### src/rtl/disp_pkg.sv
// Shared constants for the calculator display driver.
// Opcodes, blank pattern, segment bit order, digit-enable helper.
package disp_pkg;

  localparam logic [1:0] CMD_LOAD_DIG = 2'd0;
  localparam logic [1:0] CMD_LOAD_LED = 2'd1;
  localparam logic [1:0] CMD_BEEP     = 2'd2;
  localparam logic [1:0] CMD_SET_MASK = 2'd3;

  localparam logic [7:0] SEG_BLANK = 8'hFF;

  // SEG is declared [0:7]: index 0 is segment a, index 7 is dp.
  localparam int SEG_A  = 0;
  localparam int SEG_B  = 1;
  localparam int SEG_C  = 2;
  localparam int SEG_D  = 3;
  localparam int SEG_E  = 4;
  localparam int SEG_F  = 5;
  localparam int SEG_G  = 6;
  localparam int SEG_DP = 7;

  // Active-low one-hot digit enable, SD[0] = leftmost digit.
  function automatic logic [0:3] sd_onehot(input logic [1:0] idx);
    logic [0:3] v;
    v      = 4'b1111;
    v[idx] = 1'b0;
    return v;
  endfunction

endpackage

### src/rtl/disp_driver_hex7seg.sv
// Hex nibble to active-low 7-segment pattern (a..g, dp).
// Ports: i_nib nibble, i_dp dp enable, o_seg[0:7] active-low segments.
module hex7seg
  import disp_pkg::*;
(
  input  logic [3:0] i_nib,
  input  logic       i_dp,
  output logic [0:7] o_seg
);

  logic [0:6] w_ag;

  always_comb begin
    w_ag = 7'b1111111;
    case (i_nib)
      4'h0: w_ag = 7'b0000001;
      4'h1: w_ag = 7'b1001111;
      4'h2: w_ag = 7'b0010010;
      4'h3: w_ag = 7'b0000110;
      4'h4: w_ag = 7'b1001100;
      4'h5: w_ag = 7'b0100100;
      4'h6: w_ag = 7'b0100000;
      4'h7: w_ag = 7'b0001111;
      4'h8: w_ag = 7'b0000000;
      4'h9: w_ag = 7'b0000100;
      4'hA: w_ag = 7'b0001000;
      4'hB: w_ag = 7'b1100000;
      4'hC: w_ag = 7'b0110001;
      4'hD: w_ag = 7'b1000010;
      4'hE: w_ag = 7'b0110000;
      4'hF: w_ag = 7'b0111000;
      default: w_ag = 7'b1111111;
    endcase
  end

  always_comb begin
    o_seg         = {w_ag, 1'b1};
    o_seg[SEG_DP] = ~i_dp;
  end

endmodule

### src/rtl/disp_driver.sv
// Display driver: CPU commands -> muxed 4-digit 7-seg, LEDs, buzzer.
// Ports: Clock, Reset (sync, high), cmd_valid/cmd_ready/cmd/data,
//   SD[0:3] digit enables (low), SEG[0:7] a..dp (low), LD, Buzz.
// Define DISP_BUZZ_EN to build the beep/tone logic; else Buzz = 0.
module disp_driver
  import disp_pkg::*;
#(
  parameter int SCAN_DIV  = 50000,
  parameter int TONE_DIV  = 12500,
  parameter int BEEP_TICK = 500000
) (
  input  logic        Clock,
  input  logic        Reset,
  input  logic        cmd_valid,
  output logic        cmd_ready,
  input  logic [1:0]  cmd,
  input  logic [15:0] data,
  output logic [0:3]  SD,
  output logic [0:7]  SEG,
  output logic [7:0]  LD,
  output logic        Buzz
);

  localparam int DW = $clog2(SCAN_DIV);

  logic          r_ready;
  logic [7:0]    r_ld;
  logic [15:0]   r_dig;
  logic [3:0]    r_mask;
  logic [3:0]    r_dp;
  logic [DW-1:0] r_div;
  logic [1:0]    r_idx;
  logic [0:3]    r_sd;
  logic [0:7]    r_seg;

  logic          w_acc;
  logic [3:0]    w_nib;
  logic [0:7]    w_hex;
  logic [0:7]    w_seg;

  assign w_acc = cmd_valid & r_ready;

  always_comb begin
    w_nib = 4'h0;
    case (r_idx)
      2'd0: w_nib = r_dig[15:12];
      2'd1: w_nib = r_dig[11:8];
      2'd2: w_nib = r_dig[7:4];
      2'd3: w_nib = r_dig[3:0];
      default: w_nib = 4'h0;
    endcase
  end

  hex7seg u_hex (
    .i_nib (w_nib),
    .i_dp  (r_dp[r_idx]),
    .o_seg (w_hex)
  );

  assign w_seg = r_mask[r_idx] ? SEG_BLANK : w_hex;

  // SD and SEG are registered from the same index so they switch together.
  always_ff @(posedge Clock) begin
    if (Reset) begin
      r_ready <= 1'b0;
      r_ld    <= '0;
      r_dig   <= '0;
      r_mask  <= 4'b1111;
      r_dp    <= '0;
      r_div   <= '0;
      r_idx   <= '0;
      r_sd    <= 4'b1111;
      r_seg   <= SEG_BLANK;
    end else begin
      r_ready <= ~w_acc;
      if (r_div == DW'(SCAN_DIV - 1)) begin
        r_div <= '0;
        r_idx <= r_idx + 2'd1;
      end else begin
        r_div <= r_div + 1'b1;
      end
      r_sd  <= sd_onehot(r_idx);
      r_seg <= w_seg;
      if (w_acc) begin
        case (cmd)
          CMD_LOAD_DIG: r_dig <= data;
          CMD_LOAD_LED: r_ld  <= data[7:0];
          CMD_SET_MASK: begin
            r_mask <= data[3:0];
            r_dp   <= data[7:4];
          end
          default: ;
        endcase
      end
    end
  end

`ifdef DISP_BUZZ_EN
  localparam int BW = $clog2(255 * BEEP_TICK + 1);
  localparam int TW = (TONE_DIV > 1) ? $clog2(TONE_DIV) : 1;

  logic [BW-1:0] r_beep;
  logic [TW-1:0] r_tone;
  logic          r_buzz;

  // A new BEEP restarts both duration and tone phase.
  always_ff @(posedge Clock) begin
    if (Reset) begin
      r_beep <= '0;
      r_tone <= '0;
      r_buzz <= 1'b0;
    end else if (w_acc && cmd == CMD_BEEP) begin
      r_beep <= BW'(data[7:0]) * BW'(BEEP_TICK);
      r_tone <= '0;
      r_buzz <= 1'b0;
    end else if (r_beep != '0) begin
      r_beep <= r_beep - 1'b1;
      if (r_beep == BW'(1)) begin
        r_tone <= '0;
        r_buzz <= 1'b0;
      end else if (r_tone == TW'(TONE_DIV - 1)) begin
        r_tone <= '0;
        r_buzz <= ~r_buzz;
      end else begin
        r_tone <= r_tone + 1'b1;
      end
    end
  end

  assign Buzz = r_buzz;
`else
  logic w_unused_cfg;
  assign w_unused_cfg = ^{TONE_DIV, BEEP_TICK};
  assign Buzz = 1'b0;
`endif

  assign cmd_ready = r_ready;
  assign LD        = r_ld;
  assign SD        = r_sd;
  assign SEG       = r_seg;

endmodule

### config.mk
export PLATFORM = sky130hd
export DESIGN_NAME = disp_driver
export DESIGN_NICKNAME = d
export VERILOG_FILES = /design/src/rtl/disp_pkg.sv /design/src/rtl/disp_driver_hex7seg.sv /design/src/rtl/disp_driver.sv
export SDC_FILE = /design/constraint.sdc
export NUM_CORES = 1
export LEC_CHECK = 0
export CORE_UTILIZATION = 40
export CTS_BUF_LIST = sky130_fd_sc_hd__clkbuf_2
export DETAILED_ROUTE_END_ITERATION = 16
export HOLD_SLACK_MARGIN = 0.02
export PLACE_DENSITY = 0.67
export REMOVE_ABC_BUFFERS = 1
export SETUP_SLACK_MARGIN = 0.5
export SLEW_MARGIN = 0
export SYNTH_ARGS = -nofsm -noshare
export SYNTH_HDL_FRONTEND = slang
export SYNTH_HIERARCHICAL = 1
export SYNTH_SLANG_ARGS = --single-unit
### constraint.sdc
create_clock -name Clock -period 4.2 [get_ports Clock]
set_input_delay 0.84 -clock Clock [delete_from_list [all_inputs] [get_ports Clock]]
set_output_delay 0.84 -clock Clock [all_outputs]
set_load 0.1 [all_outputs]
-- After elaboration in Yosys (flattened, before gate mapping)
Memories as Yosys holds them, arrays and structs flattened. A register that Yosys moved wholly into a read port is not among the register bits.
Index checks and enable logic that the tools add are counted.
- register bits after elaboration: 63
- ROM bits: 112
- input port bits: 21
- output and inout bits: 22
- word-level logic and storage cells: 41
- memories: 1
- memories (name ; depth ; width ; rd ports ; clocked after Yosys merged registers in ; wr ports ; RTL line ; text):
    (no name shown) ; 16 ; 7 ; 1 ; 1 ; 0 ; disp_driver_hex7seg.sv:15 ; case (i_nib)
- add/subtract/negate cells: 2
- $lt $le $gt $ge: 3
- equal/unequal tests: 6
- mux-type cells: 7
- bitwise gates (word level): 5
- reductions and logical operators: 8
- operators with widths (cell ; number):
    adder 16 x 1 -> 16 bit (second input constant) ; 1
    equality test 16 bit (second input constant) ; 1
    case mux 4 bit (4 select lines) ; 1
    equality test 2 bit (second input constant) ; 3
    AND reduction 2 bit ; 3
    binary-select mux 1 bit (select 2 bit) ; 2
    equality test 2 x 1 -> 1 bit (second input constant) ; 2
    zero test 2 bit ; 2
    inverter 4 bit ; 1
    OR reduction 2 bit ; 2
    greater-or-equal comparator 3 bit (second input constant) ; 1
    less-than comparator 2 x 3 -> 1 bit (second input constant) ; 1
    less-than comparator 3 x 1 -> 1 bit (second input constant) ; 1
    two-way mux 1 bit ; 3
    inverter 2 -> 3 bit ; 1
    adder 2 x 1 -> 2 bit (second input constant) ; 1
    demux 1 bit (select 2 bit) ; 1
    inverter 1 bit ; 2
    AND 1 bit ; 1
    logical AND 1 bit ; 1

-- Logic depth before layout (Yosys ltp)
Gate-level depths: netlist of run 1.
- depth after elaboration: 6
- mapped depth: 10

-- By module
Netlist of run 1, hierarchy kept.
- modules (own cells, without submodules) (module ; instances ; cells each ; area each (um^2) ; sequential area each (um^2)):
    disp_driver ; 1 ; 281 ; 2472.4 ; 1261.2
    hex7seg ; 1 ; 34 ; 272.8 ; 0.0

-- Worst setup path before layout of run 1
Ideal clock, no wire load.
- path type: register to register
- start point: register r_idx[0]
- end point: register r_seg (netlist bit SEG[3])
- library setup time: 127 ps
- data arrival time: 2542 ps
- data required time: 4073 ps
- path slack: 1531 ps
- stages on the path, launching flop included: 10
- period minus slack after synthesis: 2669 ps
- cells stage by stage: dfxtp_1 > inv_1 > ha_1 > buf_1 > mux2i_1 > inv_1 > ha_1 > inv_1 > mux4_2 > or3_1
- elaborated cells on any way between the ends: 8
- classes of those cells: eq/ne: 3; mux: 3; reduce/logical: 2
- RTL lines (item ; RTL line ; text):
    from (decl) ; disp_driver.sv:32 ; logic [1:0] r_idx;
    from (signal assigned) ; disp_driver.sv:78 ; r_idx <= r_idx + 2'd1;
    equality test 2 bit, or another cell as far along ; disp_driver.sv:45 ; case (r_idx)
    case mux 4 bit (4 select lines) (*) ; disp_driver.sv:45 ;
    net w_nib[0] ; disp_driver.sv:37 ; logic [3:0] w_nib;
    to (decl) ; disp_driver.sv:34 ; logic [0:7] r_seg;
Mark *: on every way through the listed nets, which the timed path passes. The rest lies on a longest branch. The select of a mux whose other input is x is not followed.
A chain may end at the register's enable or synchronous reset.

-- Worst setup path after layout of run 1
Same ends and word-level chain as after synthesis.

==> flow_summary_export.csv, run 1 <==
group,metric,value,unit
route,routed_via_density,5.05,
worst_setup_path,critPathBufInv,1,
die,row_count,29,
synthesis,synth_largest_area_cell,"dfxtp_1",
worst_setup_path,timing.rr.start,"r_idx[0]",
synthesis,async_flop_share,0,%
power_and_ir_drop,irDropWorstVdd,0.216,mV
finish,seqCellArea,1260,um^2
route,remaining_drc_errors,2,
grt,grt_usage,17.1,%
clock_tree,cts.clk_slew.worst_paths,0.18,ns
die,die_h,84.8,um
route,wirelength,5540,um
route,drt-pass1-iter-count,13,
synthesis,synth_common_cells,"nand2_1 (69), dfxtp_1 (63), a21oi_1 (31)",
worst_setup_path,critPathCaptureType,"flop",
worst_setup_path,crit_path_top_delay_cell,"mux2i_1",
clock_tree,cts_resized,0,
finish,diodes,0,
die,top_level_ports,43,
worst_setup_path,crit_chain,"inv_1 -> ha_1 -> mux2i_1 -> mux4_2 -> or3_1",
worst_setup_path,cpPeakStageDelay,0.97,ns
timing,clock_skew,0.0302,ns
synthesis,ys_seq_area_share,45.9,%
timing,worstMarginPinSlew,1.15,ns
run_status,outcome,"complete, but fails checks",
worst_setup_path,cp_max_fo,13,
finish,synthToLayoutAreaGrowth,19.0,%
finish,multi_input_area,1350,um^2
worst_setup_path,critPathLaunchType,"flop",
run_status,failed_checks,"DRC",
synthesis,synthCells,315,
die,die_area,7200,um^2
timing,drv_slew,0,
worst_setup_path,startpoint,"r_idx[0]",
clock_tree,htree_levels,3,
placement,dp_slack,1.31,ns
finish,drive_gt1_share,5.29,%
synthesis,synthDistinctLibCells,32,
timing,finalCriticalPeriod,2.93,ns
synthesis,yosys-top-cells-area,"dfxtp_1 (46%), nand2_1 (9.4%), ha_1 (5.9%)",
placement,gp_congestion,0.770,
hold_path,hp-class,"reg2reg",
power_and_ir_drop,power_leakage,0.00114,uW
clock_tree,clock-root-buffer,"clkbuf_2",
timing,setup_tns,0,ns
timing,setup_viol,0,
die,initial_core_util,42.3,%
finish,final_util,50.3,%
timing,max_freq,341,MHz
placement,placed_cell_area,3190,um^2
synthesis,synth_edf_count,0,
timing,setup_slack,1.27,ns
synthesis,ys_ff_latch,63,
timing,fin_crit_sh,69.8,%
worst_setup_path,crit_family,"multiplexers",
die,dieWidth,84.8,um
synthesis,synth_top_area_share,45.9,%
clock_tree,cts_tree,"done",
clock_tree,clk_path_buf_depth,2,
worst_setup_path,crit_required,4.55,ns
clock_tree,cts_made_buffers,9,
synthesis,synth_area,2750,um^2
route,final_antenna_net_count,0,
worst_setup_path,arrival,3.28,ns
route,drtIter0Drc,151,
clock_tree,cts_hold_buffers,0,
power_and_ir_drop,power.density,304,nW/um^2
route,wire_per_inst,12.7,um
clock_tree,clock-sinks,63,
synthesis,ys_warn_count,6,
hold_path,hold_start,"r_dp[3]",
finish,nFillCells,620,
placement,post-dp-hpwl,3960,um
grt,antenna_found_initial,0,
finish,fin_nets,389,
grt,grt_pass1_wl,9670,um
grt,grt_max_degree,29,
placement,io_buffers,41,
die,design.core.area,6490,um^2
synthesis,synth_area_per_cell,8.71,um^2
timing,slew_headroom,21.2,%
synthesis,yosysMostFrequentCell,"nand2_1",
clock_tree,postCtsSetupRepairBufs,0,
grt,grt_pass1_vias,2090,
timing,rsz0062_at_grt,"false",
worst_setup_path,worst-r2r-setup-slack,1.27,ns
timing,hold_violations,0,
finish,design_area,3270,um^2
flow_run,maxCapViolations,0,
synthesis,synth-main-ff-cell,"dfxtp_1",
worst_setup_path,criticalPathCategory,"reg2reg",
grt,grt-ovfl-total,0,
route,route.vias.total,2201,
clock_tree,clock_latency,0.48,ns
-- sequential cells by signal, summed over array words and instances (netlist names) --
signal / count
LD: 8
SD: 4
SEG: 8
cmd_ready: 1
r_dig: 16
r_div: 16
r_dp: 4
r_idx: 2
r_mask: 4
-- logic make-up (layout without fill, tap and decap cells) --
kind of cell    count (synthesis)  in the layout  synth area share [%]
compound gates                 39             39                  8.11
fa+ha+maj                      13             13                  5.93
simple gates                  141            141                  23.8
other cells                     1              1                 0.137
flops                          63             63                  45.9
xor+xnor                       15             15                  4.79
mux                            14             14                  6.47
buf+inv                        29             73                  4.79
-- through the flow --
stage          total power [uW]  hold slack, ns  cells
5_1_grt                    1040           0.491    436
3_5_place_dp                731           0.447    421
6_report                    993           0.465    436
2_1_floorplan               686           0.427    301
4_1_cts                    1000           0.466    436
3_3_place_gp                730           0.441    421
-- per-layer routing --
layer  up-vias  wire length [um]  GRT usage (%)  share of wire (%)
li1       1130                 -              -                  -
met1      1015              2650           22.3                 48
met2        49              2530           26.5                 46
met3         7               289           6.03                5.2
met4         0                75           6.01                1.4
met5         -                 0              0                  0
-- tightest hold or removal path, delay by kind of cell, from the launching register on --
family	cells	cell delay, ns
compound gates	1	0.05
flops	1	0.34
simple gates	1	0.05
-- report_power, final --
group          switching (uW)  internal [uW]
registers                7.10            609
clock network             208           66.8
logic                    64.5           37.1
total                     280            713
-- layout make-up --
| cell class | count | share of cell area, % |
|---|---|---|
| multi-input cells | 223 | 41.4 |
| well taps | 77 | 2.95 |
| repair buffers | 43 | 13.0 |
| clock inverters | 6 | 0.881 |
| flip-flops and latches | 63 | 38.6 |
| inverters | 15 | 1.72 |
| clock buffers | 9 | 1.38 |
-- cell usage in the layout (no fill, tap or decap), types with 4 or more instances in the layout --
cell type,count
nor3_1,5
dfxtp_1,63
ha_1,13
clkdlybuf4s50_1,41
nand4_1,4
nand2_1,69
xnor2_1,14
inv_1,15
a222oi_1,4
mux2i_1,11
or3_1,9
nand3_1,6
nand2b_1,7
nor2_1,29
nand3b_1,4
a21oi_1,31
clkbuf_2,9
-- path summary, 6_finish.rpt --
path / end / depth (start not counted)
worst max-delay path: SEG[3] / 5
worst min-delay path: r_dp[3] / 2
worst max register to register: SEG[3] / 5
worst min register to register: r_dp[3] / 2
No activity file was read; power rests on OpenSTA's default activity.
==> run 2, diff against run 1 <==
--- a/config.mk
+++ b/config.mk
@@ -9,7 +9,7 @@
 export CTS_BUF_LIST = sky130_fd_sc_hd__clkbuf_2
 export DETAILED_ROUTE_END_ITERATION = 16
 export HOLD_SLACK_MARGIN = 0.02
-export PLACE_DENSITY = 0.67
+export PLACE_DENSITY = 0.7
 export REMOVE_ABC_BUFFERS = 1
 export SETUP_SLACK_MARGIN = 0.5
 export SLEW_MARGIN = 0
==> constraint.sdc (replaced) <==
create_clock -name Clock -period 2.35 [get_ports Clock]
set_input_delay 0.47 -clock Clock [delete_from_list [all_inputs] [get_ports Clock]]
set_output_delay 0.47 -clock Clock [all_outputs]
set_load 0.1 [all_outputs]
==> run 2 against run 1 <==
Against the previous run: the flow finishes with violations (DRC, setup timing); clock power grew to 3.2 times the previous value; core utilization up 7.1 points; critical path depth is 5 higher; flip-flop and latch count unchanged; largest power group unchanged; highest routed layer unchanged.
==> flow_summary_export.csv, run 2 (synthesis results as in run 1) <==
group,metric,value,unit
grt,grt_pass1_wl,10500,um
finish,mostFrequentLayoutCell,"nand2_1",
finish,fin_nets,422,
clock_tree,cts_made_buffers,9,
die,row_count,29,
route,drt-pass1-iter-count,11,
clock_tree,clock-sinks,63,
power_and_ir_drop,power_leakage,0.00136,uW
run_status,failed_checks,"DRC, setup timing",
timing,setup_slack,-0.0988,ns
die,die_h,84.8,um
flow_run,maxCapViolations,0,
power_and_ir_drop,irDropWorstVdd,0.308,mV
grt,grt.met3_usage,4.28,%
placement,post-dp-hpwl,4100,um
hold_path,hp-class,"reg2reg",
finish,drive_gt1_share,25.7,%
placement,dp_cells,441,
grt,top_usage_layer,"met2",
die,design.core.area,6490,um^2
grt,grt_max_degree,36,
finish,mostFrequentLayoutCells,"nand2_1 (69), dfxtp_1 (60), buf_4 (49), a21oi_1 (31), nor2_1 (29)",
finish,final_cells,470,
timing,clock_skew,0.0220,ns
route,wirelength,6170,um
route,final_antenna_net_count,0,
route,route.vias.total,2320,
finish,top_regs,"r_dig: 16 flops, r_div: 16 flops",
finish,final_util,57.3,%
power_and_ir_drop,total_power,2190,uW
timing,drv_slew,0,
finish,diodes,0,
timing,rsz0062_at_grt,"true",
grt,grt-ovfl-total,0,
timing,setup_viol,3,
placement,gp_congestion,0.758,
timing,worstMarginPinSlew,0.518,ns
clock_tree,cts_tree,"done",
finish,synthToLayoutAreaGrowth,35.6,%
worst_setup_path,criticalPathCategory,"reg2reg",
timing,fin_crit_sh,104,%
timing,hold_violations,0,
run_status,outcome,"complete, but fails checks",
grt,met2_usage,31.6,%
worst_setup_path,critPathCaptureType,"flop",
worst_setup_path,critPathLaunchType,"flop",
power_and_ir_drop,power.density,587,nW/um^2
clock_tree,clock-root-buffer,"clkbuf_2",
worst_setup_path,arrival,2.87,ns
grt,antenna_found_initial,0,
grt,use_met1,22.6,%
grt,grt_usage,18.7,%
die,die_area,7200,um^2
clock_tree,clock_latency,0.50,ns
clock_tree,cts_hold_buffers,0,
timing,finalCriticalPeriod,2.45,ns
worst_setup_path,cp_max_fo,5,
timing,max_freq,408,MHz
worst_setup_path,crit_required,2.77,ns
route,drtIter0Drc,147,
route,remaining_drc_errors,4,
clock_tree,clk_path_buf_depth,2,
clock_tree,cts.clk_slew.worst_paths,0.19,ns
die,dieWidth,84.8,um
timing,whs,0.473,ns
grt,grt_pass1_vias,2264,
route,wire_per_inst,13.1,um
die,top_level_ports,43,
timing,setup_tns,-0.253,ns
timing,slew_headroom,65.5,%
route,routed_via_density,4.94,
clock_tree,htree_levels,3,
placement,io_buffers,41,
die,initial_core_util,42.3,%
## run 2: cell count changes in the layout (fill, tap and decap cells not counted), sizes merged
cell	before	now
bufinv	0	3
buf	2	55
clkinv	5	2
inv	15	16
nand2b	8	9
clkdlybuf4s50	41	20
## run 2: timing repair
| action | CTS | global route |
|---|---|---|
| endpoints found under the setup margin | 9 | 22 |
| gates resized for setup | 29 | 10 |
| cloned | 0 | 1 |
| pin swaps | 14 | 7 |
| buffers inserted | 10 | 2 |
## run 2: final timing paths
check / start / end / slack [ns] / cells past startpoint
min reg2reg: r_dig[11] / r_dig[11] / 0.47 / 2
max reg2reg: r_idx[0] / SEG[4] / -0.1 / 10
max: r_idx[0] / SEG[4] / -0.1 / 10
min: r_dig[11] / r_dig[11] / 0.47 / 2
## run 2: area by class of cell
type	count	area (um^2)
multi-input cells	224	1490
fillers	572	2770
repair buffers	75	644
clock buffers	9	45.0
flip-flops and latches	63	1270
clock inverters	7	120
well taps	77	96.3
inverters	15	58.8
## run 2: worst max-delay path, stage by stage, from the launching register on
cell,delay [ns]
dfxtp_4,0.42
inv_4,0.05
ha_4,0.16
a222oi_1,0.52
mux2i_4,0.18
buf_6,0.16
buf_6,0.11
ha_4,0.15
mux2i_1,0.22
o21ai_1,0.09
or3_1,0.29
## run 2: metrics by stage
stage	area (um^2)	setup WS, ns
finish	3720	-0.0988
floorplan	2670	-0.282
global route	3720	-0.213
detailed placement	3300	-0.206
CTS	3660	-0.0162
global placement	3300	-0.0682
## run 2: layer usage
| layer | share of wire (%) | wire length, um |
|---|---|---|
| met1 | 45 | 2770 |
| met4 | 2.1 | 130 |
| met2 | 49 | 3050 |
| met5 | 0 | 0 |
| met3 | 3.6 | 224 |
## run 2: power by group
part	leakage, uW	internal (uW)	total (uW)	switching (uW)
clock network	0.0000925	462	887	425
logic	0.000759	78.0	199	121
registers	0.000513	1090	1100	12.7
total	0.00136	1630	2190	559
